## config.mk

```make
export PLATFORM = sky130hd
export DESIGN_NAME = rpdiag_seq
export DESIGN_NICKNAME = d
export VERILOG_FILES = /design/src/rtl/rpdiag_seq_pkg.sv /design/src/rtl/rpdiag_seq_edge.sv /design/src/rtl/rpdiag_seq.sv
export SDC_FILE = /design/constraint.sdc
export NUM_CORES = 1
export LEC_CHECK = 0
export ABC_AREA = 1
export BUFFER_PORTS_ARGS = -buffer_cell sky130_fd_sc_hd__buf_2
export CAP_MARGIN = 20
export CORE_MARGIN = 1
export CORE_UTILIZATION = 55
export DETAILED_ROUTE_END_ITERATION = 8
export PLACE_DENSITY_LB_ADDON = 0.05
export SLEW_MARGIN = 0
export SYNTH_ARGS = -nofsm -noshare
export SYNTH_HDL_FRONTEND = slang
export SYNTH_HIERARCHICAL = 1
export SYNTH_SLANG_ARGS = --single-unit
```

## constraint.sdc

```tcl
create_clock -name clk -period 2.6 [get_ports clk]
set_input_delay 0.39 -clock clk [delete_from_list [all_inputs] [get_ports clk]]
set_output_delay 0.39 -clock clk [all_outputs]
set_load 0.01 [all_outputs]
```

## src/rtl/rpdiag_seq_pkg.sv

```systemverilog
// Shared definitions for the RP diagnostic field sequencer: state encoding,
// field-length defaults and the sector number width.
package rpdiag_seq_pkg;

  typedef enum logic [1:0] {
    S_IDLE = 2'd0,
    S_PRE  = 2'd1,
    S_DATA = 2'd2,
    S_ECC  = 2'd3
  } rpdiag_state_e;

  localparam int PRE_BITS_DEF   = 16;
  localparam int WORD_BITS_DEF  = 18;
  localparam int DATA_WORDS_DEF = 256;
  localparam int ECC_BITS_DEF   = 32;
  localparam int SECTORS_DEF    = 20;

  // Shared with the sector/track logic.
  localparam int SECT_W = 5;

  function automatic int max3(input int a, input int b, input int c);
    int m;
    m = (a > b) ? a : b;
    return (m > c) ? m : c;
  endfunction

endpackage

```

## src/rtl/rpdiag_seq_edge.sv

```systemverilog
// Rise detector for a software-toggled diagnostic level; the input is already
// in the clk domain, so only a history register is needed.
module rpdiag_edge (
  input  logic clk,
  input  logic rst,
  input  logic i_kill,
  input  logic i_lvl,
  output logic o_rise
);

  logic r_hist;

  always_ff @(posedge clk or posedge rst) begin
    if (rst)         r_hist <= 1'b0;
    else if (i_kill) r_hist <= 1'b0;
    else             r_hist <= i_lvl;
  end

  assign o_rise = i_lvl & ~r_hist;

endmodule

```

## src/rtl/rpdiag_seq.sv

```systemverilog
// Diagnostic field sequencer: walks header, data and ECC fields from
// software-driven clocks and deserializes the data field into words.
module rpdiag_seq
  import rpdiag_seq_pkg::*;
#(
  parameter int PRE_BITS   = PRE_BITS_DEF,
  parameter int WORD_BITS  = WORD_BITS_DEF,
  parameter int DATA_WORDS = DATA_WORDS_DEF,
  parameter int ECC_BITS   = ECC_BITS_DEF,
  parameter int SECTORS    = SECTORS_DEF
) (
  input  logic                 clk,
  input  logic                 rst,
  input  logic                 clr,
  input  logic                 rpDMD,
  input  logic                 rpDCLK,
  input  logic                 rpDIND,
  input  logic                 rpDSCK,
  input  logic                 rpDDAT,
  output logic                 rpDFE,
  output logic                 rpECE,
  output logic [WORD_BITS-1:0] rpWORD,
  output logic                 rpWVAL,
  output logic [SECT_W-1:0]    rpSECT,
  output logic                 rpSKERR
);

  localparam int BCW = $clog2(max3(PRE_BITS, WORD_BITS, ECC_BITS));
  localparam int WCW = $clog2(DATA_WORDS) + 1;
  localparam logic [BCW-1:0]    PRE_LAST   = BCW'(PRE_BITS - 1);
  localparam logic [BCW-1:0]    WORD_LAST  = BCW'(WORD_BITS - 1);
  localparam logic [BCW-1:0]    ECC_LAST   = BCW'(ECC_BITS - 1);
  localparam logic [WCW-1:0]    WORDS_LAST = WCW'(DATA_WORDS - 1);
  localparam logic [SECT_W-1:0] SECT_LAST  = SECT_W'(SECTORS - 1);

  rpdiag_state_e        r_state, w_state_nxt;
  logic [BCW-1:0]       r_bitcnt, w_bitcnt_nxt;
  logic [WCW-1:0]       r_wordcnt, w_wordcnt_nxt;
  logic [WORD_BITS-1:0] r_shift, w_shift_nxt, w_shift_in;
  logic [WORD_BITS-1:0] r_word, w_word_nxt;
  logic                 r_wval, w_wval_nxt;
  logic [SECT_W-1:0]    r_sect, w_sect_nxt;
  logic                 r_skerr, w_skerr_nxt;
  logic                 r_dfe, r_ece;
  logic                 w_kill, w_dclk_rise, w_dind_rise, w_dsck_rise;

  assign w_kill     = clr | ~rpDMD;
  assign w_shift_in = {r_shift[WORD_BITS-2:0], rpDDAT};

  rpdiag_edge u_edge_dclk (.clk(clk), .rst(rst), .i_kill(w_kill), .i_lvl(rpDCLK), .o_rise(w_dclk_rise));
  rpdiag_edge u_edge_dind (.clk(clk), .rst(rst), .i_kill(w_kill), .i_lvl(rpDIND), .o_rise(w_dind_rise));
  rpdiag_edge u_edge_dsck (.clk(clk), .rst(rst), .i_kill(w_kill), .i_lvl(rpDSCK), .o_rise(w_dsck_rise));

  always_comb begin
    w_state_nxt   = r_state;
    w_bitcnt_nxt  = r_bitcnt;
    w_wordcnt_nxt = r_wordcnt;
    w_shift_nxt   = r_shift;
    w_word_nxt    = r_word;
    w_wval_nxt    = 1'b0;
    w_sect_nxt    = r_sect;
    w_skerr_nxt   = r_skerr;
    if (w_kill) begin
      w_state_nxt   = S_IDLE;
      w_bitcnt_nxt  = '0;
      w_wordcnt_nxt = '0;
      w_shift_nxt   = '0;
      w_word_nxt    = '0;
      w_sect_nxt    = '0;
      w_skerr_nxt   = 1'b0;
    end else begin
      if (w_dind_rise)      w_sect_nxt = '0;
      else if (w_dsck_rise) w_sect_nxt = (r_sect == SECT_LAST) ? '0 : r_sect + 1'b1;
      // A sector pulse restarts the field and swallows any coincident clock.
      if (w_dsck_rise) begin
        if (r_state != S_IDLE) w_skerr_nxt = 1'b1;
        w_state_nxt   = S_PRE;
        w_bitcnt_nxt  = '0;
        w_wordcnt_nxt = '0;
        w_shift_nxt   = '0;
      end else if (w_dclk_rise) begin
        case (r_state)
          S_PRE: begin
            if (r_bitcnt == PRE_LAST) begin
              w_state_nxt   = S_DATA;
              w_bitcnt_nxt  = '0;
              w_wordcnt_nxt = '0;
            end else begin
              w_bitcnt_nxt = r_bitcnt + 1'b1;
            end
          end
          S_DATA: begin
            w_shift_nxt = w_shift_in;
            if (r_bitcnt == WORD_LAST) begin
              w_word_nxt    = w_shift_in;
              w_wval_nxt    = 1'b1;
              w_bitcnt_nxt  = '0;
              w_wordcnt_nxt = r_wordcnt + 1'b1;
              if (r_wordcnt == WORDS_LAST) w_state_nxt = S_ECC;
            end else begin
              w_bitcnt_nxt = r_bitcnt + 1'b1;
            end
          end
          S_ECC: begin
            if (r_bitcnt == ECC_LAST) begin
              w_state_nxt  = S_IDLE;
              w_bitcnt_nxt = '0;
            end else begin
              w_bitcnt_nxt = r_bitcnt + 1'b1;
            end
          end
          default: ;
        endcase
      end
    end
  end

  always_ff @(posedge clk or posedge rst) begin
    if (rst) begin
      r_state   <= S_IDLE;
      r_bitcnt  <= '0;
      r_wordcnt <= '0;
      r_shift   <= '0;
      r_word    <= '0;
      r_wval    <= 1'b0;
      r_sect    <= '0;
      r_skerr   <= 1'b0;
      r_dfe     <= 1'b0;
      r_ece     <= 1'b0;
    end else begin
      r_state   <= w_state_nxt;
      r_bitcnt  <= w_bitcnt_nxt;
      r_wordcnt <= w_wordcnt_nxt;
      r_shift   <= w_shift_nxt;
      r_word    <= w_word_nxt;
      r_wval    <= w_wval_nxt;
      r_sect    <= w_sect_nxt;
      r_skerr   <= w_skerr_nxt;
      r_dfe     <= (w_state_nxt == S_DATA);
      r_ece     <= (w_state_nxt == S_ECC);
    end
  end

  assign rpDFE   = r_dfe;
  assign rpECE   = r_ece;
  assign rpWORD  = r_word;
  assign rpWVAL  = r_wval;
  assign rpSECT  = r_sect;
  assign rpSKERR = r_skerr;

endmodule

```

==> out/results.ini <==
[logic_synthesis]
synthSimpleGateAreaFrac_pct=20.2
synth_fa_ha_area_share_pct=5.17
syn_nets=385
synthTopCellsByArea=dfrtp_1 50%, inv_1 7.0%, nand2_1 5.8%
synth.avg_cell_area_um2=8.64
yosysWarnings=6
synth_area_leader_cell=dfrtp_1
synth_cell_types=37
synth_seq_cells=63
synth_top_family_by_area=simple AND/OR/NAND/NOR gates
synth_top_cell_area_share_pct=50.1
syn_inst=364
yosysSeqAreaShare_pct=50.1
syn_area_um2=3140
muxShareOfSynthArea_pct=0
synth_compound_area_share_pct=13.2
synth_xor_area_share_pct=1.11

[detailed_routing]
wl_per_cell_um=13.0
via_count=2514
drc=0
drt-initial-drc-count=150
dr.pass1.iters=4
wl_mm=6.22
post_drt_via_cell_ratio=5.24
ant_nets=0

[setup_path]
reg2reg_depth=8
cp-end-kind=flop
cp_max_fo=18
crit-reg2reg-launch=r_state[0]
cpPeakStageDelay_ps=450
cp_cell_sequence=inv_1, ha_1, nand2_2, nor2_2, nand3_2, inv_1, nand2_1, nand2_1
cpLargestDelayFamily=simple AND/OR/NAND/NOR gates
crit_buf_inv=2
rr_endpoint=rpWORD[17]
rrSetupSlack_ps=620
cp_slowest_cell=ha_1
worst_setup_path_start_kind=flop
crit_arrival_ps=2260
path_class=flop to flop
required_ps=2880

[clock_tree]
clk_path_buf_depth=2
clkTransAtPathRegs_ps=70
cts_root_buf=clkbuf_8
postCtsResizedCells=0
clkLatencyLatePin_ps=350
numClockSinks=63
cts_htree_levels=3
cts_setup_buffers=0
cts_made_buffers=9
cts_tree=built
cts_hold_buffers=1

[floorplan]
core_area_um2=5510
die_area_um2=6020
io_pins=35
start_util_pct=57.1
die_x_um=77.6
die_y_um=77.6
fp-row-count=27

[min_path]
hold_start=rpDCLK
holdPathStages=3
hold_path.class=input pin to flop
worstHoldEndpoint=u_edge_dclk/r_hist

[grt]
grt.total_usage_pct=24.1
grt_pass1_wl_mm=11.1
antenna_found_initial=0
grt_overflow_total=0
grt_max_degree=61
grt_pass1_vias=2455

[run]
maxCapViolCount=0

[timing]
tightest_slew_ps=750
setup_viol=0
fin_crit_sh_pct=76.3
final_max_slew_viol_count=0
fin_ws_ps=617
fin_crit_ps=1980
clock_skew_ps=11.1
fmax_mhz=504
finalSetupTns_ps=0
relSlewSlack_pct=50.0
rsz0062_at_grt=false
finalHoldViolations=0

[cells_and_area]
synthToLayoutAreaGrowth_pct=13.8
nNetsFinal=424
num_antenna_cells=0
fillCellCount=476
layout-drive-gt1-share_pct=18.1

[placement]
io_buffers=34
dp_hpwl_mm=4.25
place_congestion=0.859
post-place-ws_ps=593

[power_and_ir_drop]
ir_drop_mv=0.364
clkPwrFrac_pct=45.3
sequentialPowerShare_pct=48.6
p_leak_nw=1.78
switching_share_pct=24.1
power_density_nw_per_um2=580
power.switching_mw=0.499
p_int_mw=1.58
power_frac_comb_pct=6.1

[run_status]
status=finished, final reports clean

[cell usage after synthesis]
library cell,count
a21oi_1,23
a21oi_2,1
buf_1,2
buf_2,2
buf_4,2
buf_6,3
buf_8,1
clkbuf_2,1
dfrtp_1,63
ha_1,13
inv_1,59
inv_2,2
inv_4,1
nand2_1,49
nand2_2,5
nand2_4,1
nand3_1,36
nand3_2,1
nand3b_1,1
nand4_1,2
nor2_1,28
nor2_2,2
nor2_4,1
nor2_8,1
nor3_1,4
nor3_4,1
o211ai_1,1
o21ai_0,35
o21ai_1,10
o21ai_2,1
o21ai_4,1
o22ai_1,4
o31ai_1,1
or2_1,1
or2_2,1
xnor2_1,1
xor2_1,3
[worst max-delay path by stage]
stage                    start           to  cells after the start
global route        r_state[0]   rpWORD[16]                      6
CTS                 r_state[0]   rpWORD[10]                      6
finish              r_state[0]   rpWORD[17]                      8
detailed placement  r_state[0]   rpWORD[15]                      6
floorplan                  rst  r_bitcnt[0]                      1
global placement    r_state[0]   rpWORD[16]                      6
[state kept, by name, summed over array words and instances, names as in the netlist, 2 cells and up]
signal,flops
r_shift,17
r_state,2
rpWORD,18
rpSECT,5
r_bitcnt,5
r_wordcnt,9
[layout make-up]
class	instances	area [um2]	area share [%]
multi-input cells	228	1250	34.8
repair buffers	39	210	5.88
clock buffers	9	124	3.46
clock inverters	7	95.1	2.66
well taps	72	90.1	2.52
flip-flops and latches	63	1580	44.1
inverters	62	235	6.58
[metal layers]
metal	vias to the layer above	track usage [%]	share of wire [%]
li1	1248	-	-
met1	1197	31.8	46
met2	58	38.3	46
met3	11	5.41	5.4
met4	0	10.0	1.8
met5	-	0	0
[layout by cell type, fill, tap and decap left out, drive strengths merged, types with 2 or more instances in the layout]
| cell type | n |
|---|---|
| dfrtp | 63 |
| nand2 | 55 |
| inv | 63 |
| clkbuf | 9 |
| nand4 | 2 |
| ha | 13 |
| or2 | 2 |
| a21oi | 24 |
| xor2 | 3 |
| nor3 | 5 |
| clkinv | 3 |
| nor2 | 32 |
| bufinv | 2 |
| o22ai | 4 |
| buf | 38 |
| nand3 | 37 |
| o21ai | 47 |
[power by group through the flow]
stage / registers [mW] / clock network (mW) / logic (mW)
2_1_floorplan: 1.03 / 0 / 0.0888
3_3_place_gp: 1.03 / 0 / 0.125
3_5_place_dp: 1.03 / 0 / 0.127
4_1_cts: 1.01 / 0.959 / 0.128
5_1_grt: 1.01 / 1.01 / 0.149
6_report: 1.01 / 0.939 / 0.126
[cell families after synthesis]
| family | after synthesis |
|---|---|
| xor gates and xnor gates | 4 |
| AOI/OAI and AO/OA | 77 |
| DFF | 63 |
| adders and majority gates | 13 |
| and+or+nand+nor | 134 |
| buffers and inverters | 73 |
[through the flow]
step                      utilization, %  cell area, um2  total power, mW  std cells  hold WS [ps]
after floorplan                        -            3140             1.12        364           119
after global placement              60.8            3350             1.15        463           264
after detailed placement            60.8            3350             1.16        463           268
after CTS                           65.0            3580             2.10        480           259
after global routing                65.0            3580             2.17        480           283
final                               65.0            3580             2.07        480           273
[worst reg2reg max path: stages, from the launching register on]
cell	delay (ps)
dfrtp_1	420
inv_1	140
ha_1	450
nand2_2	110
nor2_2	150
nand3_2	340
inv_1	190
nand2_1	70
nand2_1	50
Power figures use the tool's default switching activity.
